===== src/rtl/direct_map_ctrl_pkg.sv =====
// Shared definitions for the direct_map miss-handling controller.
// Holds the FSM state encoding and the word geometry it assumes.
package direct_map_ctrl_pkg;

  localparam int WORD_BYTES = 4;

  typedef enum logic [2:0] {
    IDLE    = 3'd0,
    LOOKUP  = 3'd1,
    WB_REQ  = 3'd2,
    WB_WAIT = 3'd3,
    RF_REQ  = 3'd4,
    RF_WAIT = 3'd5,
    RELOAD  = 3'd6
  } ctrl_state_e;

endpackage


===== src/rtl/direct_map_ctrl.sv =====
// Miss-handling controller for a one-word-per-line direct_map array.
// Serves CPU hits/store-merges, writes back dirty victims and refills on misses.
module direct_map_ctrl
  import direct_map_ctrl_pkg::*;
#(
  parameter int CACHE_SIZE = 1024,
  parameter int LINE_SIZE  = 4
) (
  input  logic        clk,
  input  logic        rst_n,
  input  logic        cpu_req_valid,
  output logic        cpu_req_ready,
  input  logic [31:0] cpu_req_addr,
  input  logic        cpu_req_write,
  input  logic [31:0] cpu_req_wdata,
  input  logic [3:0]  cpu_req_wstrb,
  output logic        cpu_resp_valid,
  output logic [31:0] cpu_resp_rdata,
  output logic [31:0] arr_addr,
  input  logic        arr_hit,
  input  logic        arr_dirty,
  input  logic [31:0] arr_data,
  input  logic [31:0] arr_invalidate_addr,
  output logic [31:0] arr_write_data,
  output logic [3:0]  arr_write_strb,
  output logic        arr_write_valid,
  output logic        arr_write_access,
  output logic        mem_req_valid,
  input  logic        mem_req_ready,
  output logic [31:0] mem_req_addr,
  output logic        mem_req_write,
  output logic [31:0] mem_req_wdata,
  input  logic        mem_resp_valid,
  input  logic [31:0] mem_resp_rdata
);

  if (LINE_SIZE != WORD_BYTES) begin : g_line_size_check
    $error("direct_map_ctrl: only LINE_SIZE == 4 is supported");
  end
  if ((CACHE_SIZE < LINE_SIZE) || ((CACHE_SIZE & (CACHE_SIZE - 1)) != 0)) begin : g_cache_size_check
    $error("direct_map_ctrl: CACHE_SIZE must be a power of two no smaller than LINE_SIZE");
  end

  localparam logic [31:0] WORD_MASK = ~32'(WORD_BYTES - 1);

  ctrl_state_e state_q, state_d;
  logic [31:0] addr_q, addr_d;
  logic        write_q, write_d;
  logic [31:0] wdata_q, wdata_d;
  logic [3:0]  wstrb_q, wstrb_d;
  logic        mem_req_valid_q, mem_req_valid_d;
  logic        mem_req_write_q, mem_req_write_d;
  logic [31:0] mem_req_addr_q, mem_req_addr_d;
  logic [31:0] mem_req_wdata_q, mem_req_wdata_d;

  logic [31:0] refill_addr;
  logic        lookup_hit;

  assign refill_addr = addr_q & WORD_MASK;
  assign lookup_hit  = (state_q == LOOKUP) && arr_hit;

  // The victim latched on a miss lives directly in the registered memory request fields.
  always_comb begin
    state_d         = state_q;
    addr_d          = addr_q;
    write_d         = write_q;
    wdata_d         = wdata_q;
    wstrb_d         = wstrb_q;
    mem_req_valid_d = mem_req_valid_q;
    mem_req_write_d = mem_req_write_q;
    mem_req_addr_d  = mem_req_addr_q;
    mem_req_wdata_d = mem_req_wdata_q;

    case (state_q)
      IDLE: begin
        if (cpu_req_valid) begin
          state_d = LOOKUP;
          addr_d  = cpu_req_addr;
          write_d = cpu_req_write;
          wdata_d = cpu_req_wdata;
          wstrb_d = cpu_req_wstrb;
        end
      end
      LOOKUP: begin
        if (arr_hit) begin
          state_d = IDLE;
        end else if (arr_dirty) begin
          state_d         = WB_REQ;
          mem_req_valid_d = 1'b1;
          mem_req_write_d = 1'b1;
          mem_req_addr_d  = arr_invalidate_addr & WORD_MASK;
          mem_req_wdata_d = arr_data;
        end else begin
          state_d         = RF_REQ;
          mem_req_valid_d = 1'b1;
          mem_req_write_d = 1'b0;
          mem_req_addr_d  = refill_addr;
          mem_req_wdata_d = '0;
        end
      end
      WB_REQ: begin
        if (mem_req_ready) begin
          state_d         = WB_WAIT;
          mem_req_valid_d = 1'b0;
        end
      end
      WB_WAIT: begin
        if (mem_resp_valid) begin
          state_d         = RF_REQ;
          mem_req_valid_d = 1'b1;
          mem_req_write_d = 1'b0;
          mem_req_addr_d  = refill_addr;
          mem_req_wdata_d = '0;
        end
      end
      RF_REQ: begin
        if (mem_req_ready) begin
          state_d         = RF_WAIT;
          mem_req_valid_d = 1'b0;
        end
      end
      RF_WAIT: begin
        if (mem_resp_valid) begin
          state_d = RELOAD;
        end
      end
      RELOAD: begin
        state_d = LOOKUP;
      end
      default: begin
        state_d = IDLE;
      end
    endcase
  end

  always_comb begin
    arr_write_valid  = 1'b0;
    arr_write_access = 1'b0;
    arr_write_data   = '0;
    arr_write_strb   = '0;
    if (lookup_hit && write_q) begin
      arr_write_valid  = 1'b1;
      arr_write_access = 1'b1;
      arr_write_data   = wdata_q;
      arr_write_strb   = wstrb_q;
    end else if ((state_q == RF_WAIT) && mem_resp_valid) begin
      arr_write_valid  = 1'b1;
      arr_write_access = 1'b0;
      arr_write_data   = mem_resp_rdata;
      arr_write_strb   = 4'hF;
    end
  end

  assign cpu_req_ready  = (state_q == IDLE);
  assign arr_addr       = (state_q == IDLE) ? cpu_req_addr : addr_q;
  assign cpu_resp_valid = lookup_hit;
  assign cpu_resp_rdata = lookup_hit ? arr_data : '0;

  assign mem_req_valid  = mem_req_valid_q;
  assign mem_req_write  = mem_req_write_q;
  assign mem_req_addr   = mem_req_addr_q;
  assign mem_req_wdata  = mem_req_wdata_q;

  always_ff @(posedge clk or negedge rst_n) begin
    if (!rst_n) begin
      state_q         <= IDLE;
      addr_q          <= '0;
      write_q         <= 1'b0;
      wdata_q         <= '0;
      wstrb_q         <= '0;
      mem_req_valid_q <= 1'b0;
      mem_req_write_q <= 1'b0;
      mem_req_addr_q  <= '0;
      mem_req_wdata_q <= '0;
    end else begin
      state_q         <= state_d;
      addr_q          <= addr_d;
      write_q         <= write_d;
      wdata_q         <= wdata_d;
      wstrb_q         <= wstrb_d;
      mem_req_valid_q <= mem_req_valid_d;
      mem_req_write_q <= mem_req_write_d;
      mem_req_addr_q  <= mem_req_addr_d;
      mem_req_wdata_q <= mem_req_wdata_d;
    end
  end

endmodule


===== config.mk =====
export PLATFORM = sky130hd
export DESIGN_NAME = direct_map_ctrl
export DESIGN_NICKNAME = d
export VERILOG_FILES = /design/src/rtl/direct_map_ctrl_pkg.sv /design/src/rtl/direct_map_ctrl.sv
export SDC_FILE = /design/constraint.sdc
export NUM_CORES = 1
export LEC_CHECK = 0
export BUFFER_PORTS_ARGS = -buffer_cell sky130_fd_sc_hd__buf_2
export CAP_MARGIN = 25
export CORE_AREA = 3 3 133 135
export CTS_BUF_LIST = sky130_fd_sc_hd__clkbuf_2 sky130_fd_sc_hd__clkbuf_4 sky130_fd_sc_hd__clkbuf_8
export CTS_CLUSTER_DIAMETER = 100
export DETAILED_ROUTE_END_ITERATION = 6
export DIE_AREA = 0 0 136 138
export PLACE_DENSITY = 0.71
export SLEW_MARGIN = 0
export SYNTH_ARGS = -nofsm -noshare
export SYNTH_HDL_FRONTEND = slang
export SYNTH_SLANG_ARGS = --single-unit

===== constraint.sdc =====
create_clock -name clk -period 2.14 [get_ports clk]
set_clock_uncertainty 0.2 [all_clocks]
set_input_delay 0.214 -clock clk [delete_from_list [all_inputs] [get_ports clk]]
set_output_delay 0.214 -clock clk [all_outputs]
set_load 0.03 [all_outputs]

== Word-level counts from Yosys, hierarchy flattened ==
Cells that the tools add are included.

* Input bits: 172
* Bits in latches: 0
* Word-level logic and storage cells: 66
* Output and inout bits: 170
* Bits in read-only memories: 0
* Register bits: 138
* Memories: 0
* Memory bits (writable): 0

* Div/mod/pow operators: 0
* Add/sub/neg operators: 0
* $lt $le $gt $ge: 0
* Reduce and logical (&&, ||, !) cells: 11
* $mul: 0
* Shifts and indexed selects: 0
* Bitwise logic cells: 0
* Muxes and demuxes: 33
* Eq/ne operators: 13

{| class="wikitable"
|+ Operators with widths
! cell !! count
|-
| 32-bit two-way mux || 10
|-
| 32-bit case mux with 2 select lines || 2
|-
| 3-bit two-way mux || 7
|-
| 3-bit case mux with 7 select lines || 1
|-
| 2-bit inequality test (second input constant) || 6
|-
| 3-bit == test (second input constant) || 3
|-
| 1-bit two-way mux || 9
|-
| 4-bit two-way mux || 2
|-
| 3-bit by 2-bit == test with 1-bit output (second input constant) || 2
|-
| 5-bit AND reduction || 1
|-
| 4-bit AND reduction || 1
|-
| 3-bit by 1-bit == test with 1-bit output (second input constant) || 1
|-
| 1-bit logical AND || 3
|-
| 3-bit zero test || 1
|-
| 1-bit case mux with 3 select lines || 1
|-
| 3-bit AND reduction || 1
|-
| 3-bit nonzero test || 1
|-
| 2-bit by 1-bit inequality test with 1-bit output (second input constant) || 1
|-
| 1-bit case mux with 2 select lines || 1
|-
| 2-bit AND reduction || 1
|-
| 2-bit nonzero test || 1
|-
| 2-bit OR reduction || 1
|}

== Logic depth before layout (Yosys ltp) ==
* Depth in word-level cells: 4
* Depth in mapped cells: 6
* Depth with buffers taken out: 3

== Worst setup path before layout ==
No wires, ideal clock.

* Kind: register -> output
* From: reg state_q[2]
* To: out arr_addr[22]
* Arrival: 1.631 ns
* Cell stages (with the launch flop): 5
* Slack: 0.095 ns
* Data required time: 1.726 ns
* Buffers on the path: 2
* Path through: dfrtp_1 buf_6 nor3_2 buf_2 mux2_2

* Longest elaborated chain between the ends: 2

{| class="wikitable"
|+ Ends and longest elaborated chain
! element !! RTL line !! text
|-
| start: declaration || direct_map_ctrl.sv:46 || <nowiki>ctrl_state_e state_q, state_d;</nowiki>
|-
| start signal: assignment || direct_map_ctrl.sv:176 || <nowiki>state_q <= state_d;</nowiki>
|-
| 3-bit zero test || - ||
|-
| via cpu_req_ready || direct_map_ctrl.sv:12 || <nowiki>output logic cpu_req_ready,</nowiki>
|-
| 32-bit two-way mux || direct_map_ctrl.sv:155 || <nowiki>assign arr_addr = (state_q == IDLE) ? cpu_req_addr : addr_q;</nowiki>
|-
| end: declaration || direct_map_ctrl.sv:19 || <nowiki>output logic [31:0] arr_addr,</nowiki>
|}

The timed path passes the listed nets, and every way through them passes these cells.

== Final worst setup path ==
* From: reg state_q[1]
* To: out arr_addr[14]

* Longest elaborated chain between the ends: 2

{| class="wikitable"
|+ Ends and longest elaborated chain
! element !! RTL line
|-
| 3-bit zero test || direct_map_ctrl.sv:155
|-
| 32-bit two-way mux || direct_map_ctrl.sv:155
|}

No other way between the ends.

==> impl_metrics.yaml <==
clocking:
  insertion_delay_ps: 440
  cts_root_buf: "clkbuf_8"
  path_clk_slew_ps: 80
  clock_sinks: 136
  clk_path_buf_depth: 2
  cts_tree: "done"
  cts_buffers: 17
  cts_max_level: 4
logic_synthesis:
  synth.avg_cell_area_um2: 14.0
  synthMuxAreaShare_pct: 28.0
  seq_area_frac_synth_pct: 52.1
  synth-adder-area-share_pct: 0
  synthesis.area_um2: 6530
  netlist-cell-type-count: 31
  synth_top_family_by_area: "multiplexers"
  synth_compound_area_share_pct: 10.1
  synth-xor-area-share_pct: 0.134
  ys_warn_count: 0
  synth-seq-cells: 136
  syn_inst: 467
  synth_simple_gate_area_share_pct: 5.16
power:
  irDropWorstVdd_mv: 0.855
  power.density_nw_per_um2: 1380
  leakagePower_nw: 5.28
die:
  io_pins: 342
  die_h_um: 138
  core_area_um2: 16600
  dieWidth_um: 136
  start_util_pct: 39.4
  rows: 47
  die_area_um2: 18800
detailed_routing:
  drt_iter0_markers: 200
  routed_via_density: 4.96
  drtPass1Iterations: 5
  final_antenna_net_count: 0
  drcViolationCount: 0
  wirelength_um: 21600
  vias: 5852
  routedWlPerCell_um: 18.3
global_route:
  grt_usage_pct: 22.1
  grt_pass1_wl_um: 32900
  grt_start_max_net_pins: 49
  first_global_vias: 6397
  overflow: 0
  antenna_found_initial: 1
critical_path:
  worstPathArrival_ps: 1970
  reg2reg_depth: 6
  reg2reg_from: "state_q[1]$_DFFE_PN0P_"
  start_kind: "flop"
  worstReg2RegEnd: "mem_req_addr[25]$_DFFE_PN0P_"
  crit_path_end_kind: "output pin"
  crit_type: "flop to output pin"
  critPathMaxFanout: 33
  ff2ff_setup_slack_ps: 40
  worstPathRequired_ps: 1730
status:
  outcome: "complete, but fails checks"
  violations: "negative setup slack"
place:
  gp_congestion: 0.786
  port_buffers: 337
  place_hpwl_um: 12500
  dp_cells: 1000
sta:
  rsz0062_at_grt: "yes"
  setup_viol: 102
  setup_slack_ps: -243
  hold_viol_final: 0
  slew_viol_final: 0
  hold_ws_ps: 81.5
  fin_crit_sh_pct: 111
  fin_crit_ps: 2380
  max_freq_ghz: 0.420
cells_and_area:
  n_fill_cell: 1195
  layout_common_cells: "buf_2 (266), mux2_2 (152), dlygate4sd3_1 (137)"
  areaGrowthSynthToFinish_pct: 64.7
  drive_gt1_share_pct: 58.5
  fin_cells: 1180
  nets: 1119
  final_common_cell: "buf_2"
  diodes: 0
job:
  cap_violations: 0
worst_hold_path:
  worst_hold_path_type: "input pin to async pin"
[layout make-up]
type / count / area, um2 / share of cell area, %
Inverter: 2 / 7.51 / 0.0698
Sequential cell: 136 / 3400 / 31.7
Timing Repair Buffer: 500 / 3770 / 35.1
Multi-Input combinational cell: 290 / 2870 / 26.7
Clock buffer: 19 / 255 / 2.37
Tap cell: 220 / 275 / 2.56
Clock inverter: 13 / 166 / 1.55
[metrics by stage]
stage | utilization [%] | area, um2 | setup slack [ps] | TNS (ps) | power (mW)
finish | 64.8 | 10800 | -243 | -18760 | 14.8
global route | 64.8 | 10800 | -344 | -30850 | 15.5
CTS | 64.4 | 10700 | -275 | -22970 | 14.7
detailed placement | 51.2 | 8490 | 28.0 | 0 | 11.6
global placement | 51.2 | 8490 | 39.1 | 0 | 11.5
floorplan | - | 6530 | 95.0 | 0 | 9.63
[critical path: stages, from the launching register on]
cell	delay, ps
dfrtp_1	400
buf_12	140
nor3_4	190
buf_12	250
mux2_2	380
buf_4	170
[synthesized netlist by cell type]
library cell  number  area, um2
mux2_2           152       1710
dfrtp_1          136       3400
a22o_1            64        561
and2_1            33        206
buf_2             19       95.1
buf_6             13        146
clkbuf_1           6       22.5
a21o_1             5       37.5
mux2_1             5       56.3
mux2_4             4       60.1
nor2b_1            4       25.0
nand2_1            3       11.3
buf_4              2       15.0
inv_1              2       7.51
nor4b_4            2       47.6
o21ai_0            2       10.0
a211o_1            1       8.76
a21boi_1           1       7.51
a31oi_1            1       6.26
a32oi_1            1       8.76
and4bb_2           1       12.5
conb_1             1       3.75
nand2b_1           1       6.26
nor3_1             1       5.00
nor3_2             1       10.0
o21bai_1           1       7.51
o22ai_1            1       6.26
o31a_1             1       8.76
or2_0              1       6.26
or2_2              1       6.26
xnor2_1            1       8.76
[report_power, final]
part | leakage (nW) | internal (mW) | switching (mW)
Combinational | 3.42 | 3.66 | 4.38
Clock | 0.207 | 1.21 | 1.05
Sequential | 1.66 | 3.77 | 0.713
[registers in the layout (all words and copies together), names as in the netlist]
| register | count |
|---|---|
| addr_q | 32 |
| mem_req_addr | 30 |
| mem_req_valid | 1 |
| mem_req_wdata | 32 |
| mem_req_write | 1 |
| state_q | 3 |
| wdata_q | 32 |
| write_q | 1 |
| wstrb_q | 4 |
[timing repair]
item / 4_1_cts / 5_1_grt
setup endpoints to repair: 104 / 180
resized for setup: 113 / 3
hold endpoints to repair: 271 / 0
cloned: 1 / 2
buffers inserted: 5 / 3
hold buffers: 137 / 0
pin swaps: 2 / 3
[how the worst max path moves through the flow]
stage | start | endpoint | slack [ps] | cells after the start
after floorplan | state_q[2]$_DFFE_PN0P_ | arr_addr[22] | 100 | 4
after global placement | state_q[2]$_DFFE_PN0P_ | arr_write_valid | 40 | 5
after detailed placement | state_q[2]$_DFFE_PN0P_ | arr_write_valid | 30 | 5
after CTS | state_q[1]$_DFFE_PN0P_ | arr_addr[15] | -270 | 5
after global routing | state_q[1]$_DFFE_PN0P_ | arr_write_data[24] | -340 | 6
final | state_q[1]$_DFFE_PN0P_ | arr_addr[14] | -240 | 5
[logic make-up (layout without fill, tap and decap cells)]
group,count (synthesis),in the layout
buffers and inverters,42,534
other,1,2
XOR/XNOR,1,1
AO/OA/AOI/OAI,78,78
flip-flops,136,136
AND/OR/NAND/NOR,48,48
multiplexers,161,161
[per-layer routing]
| metal | up-vias | global-route usage [%] | part of all wire, % |
|---|---|---|---|
| met5 | - | 0 | 0.042 |
| met4 | 2 | 9.02 | 2.9 |
| met3 | 49 | 6.29 | 7.0 |
| met2 | 274 | 39.1 | 51 |
| met1 | 2862 | 24.7 | 39 |
| li1 | 2665 | - | - |
(Power assumes the default switching activity.)
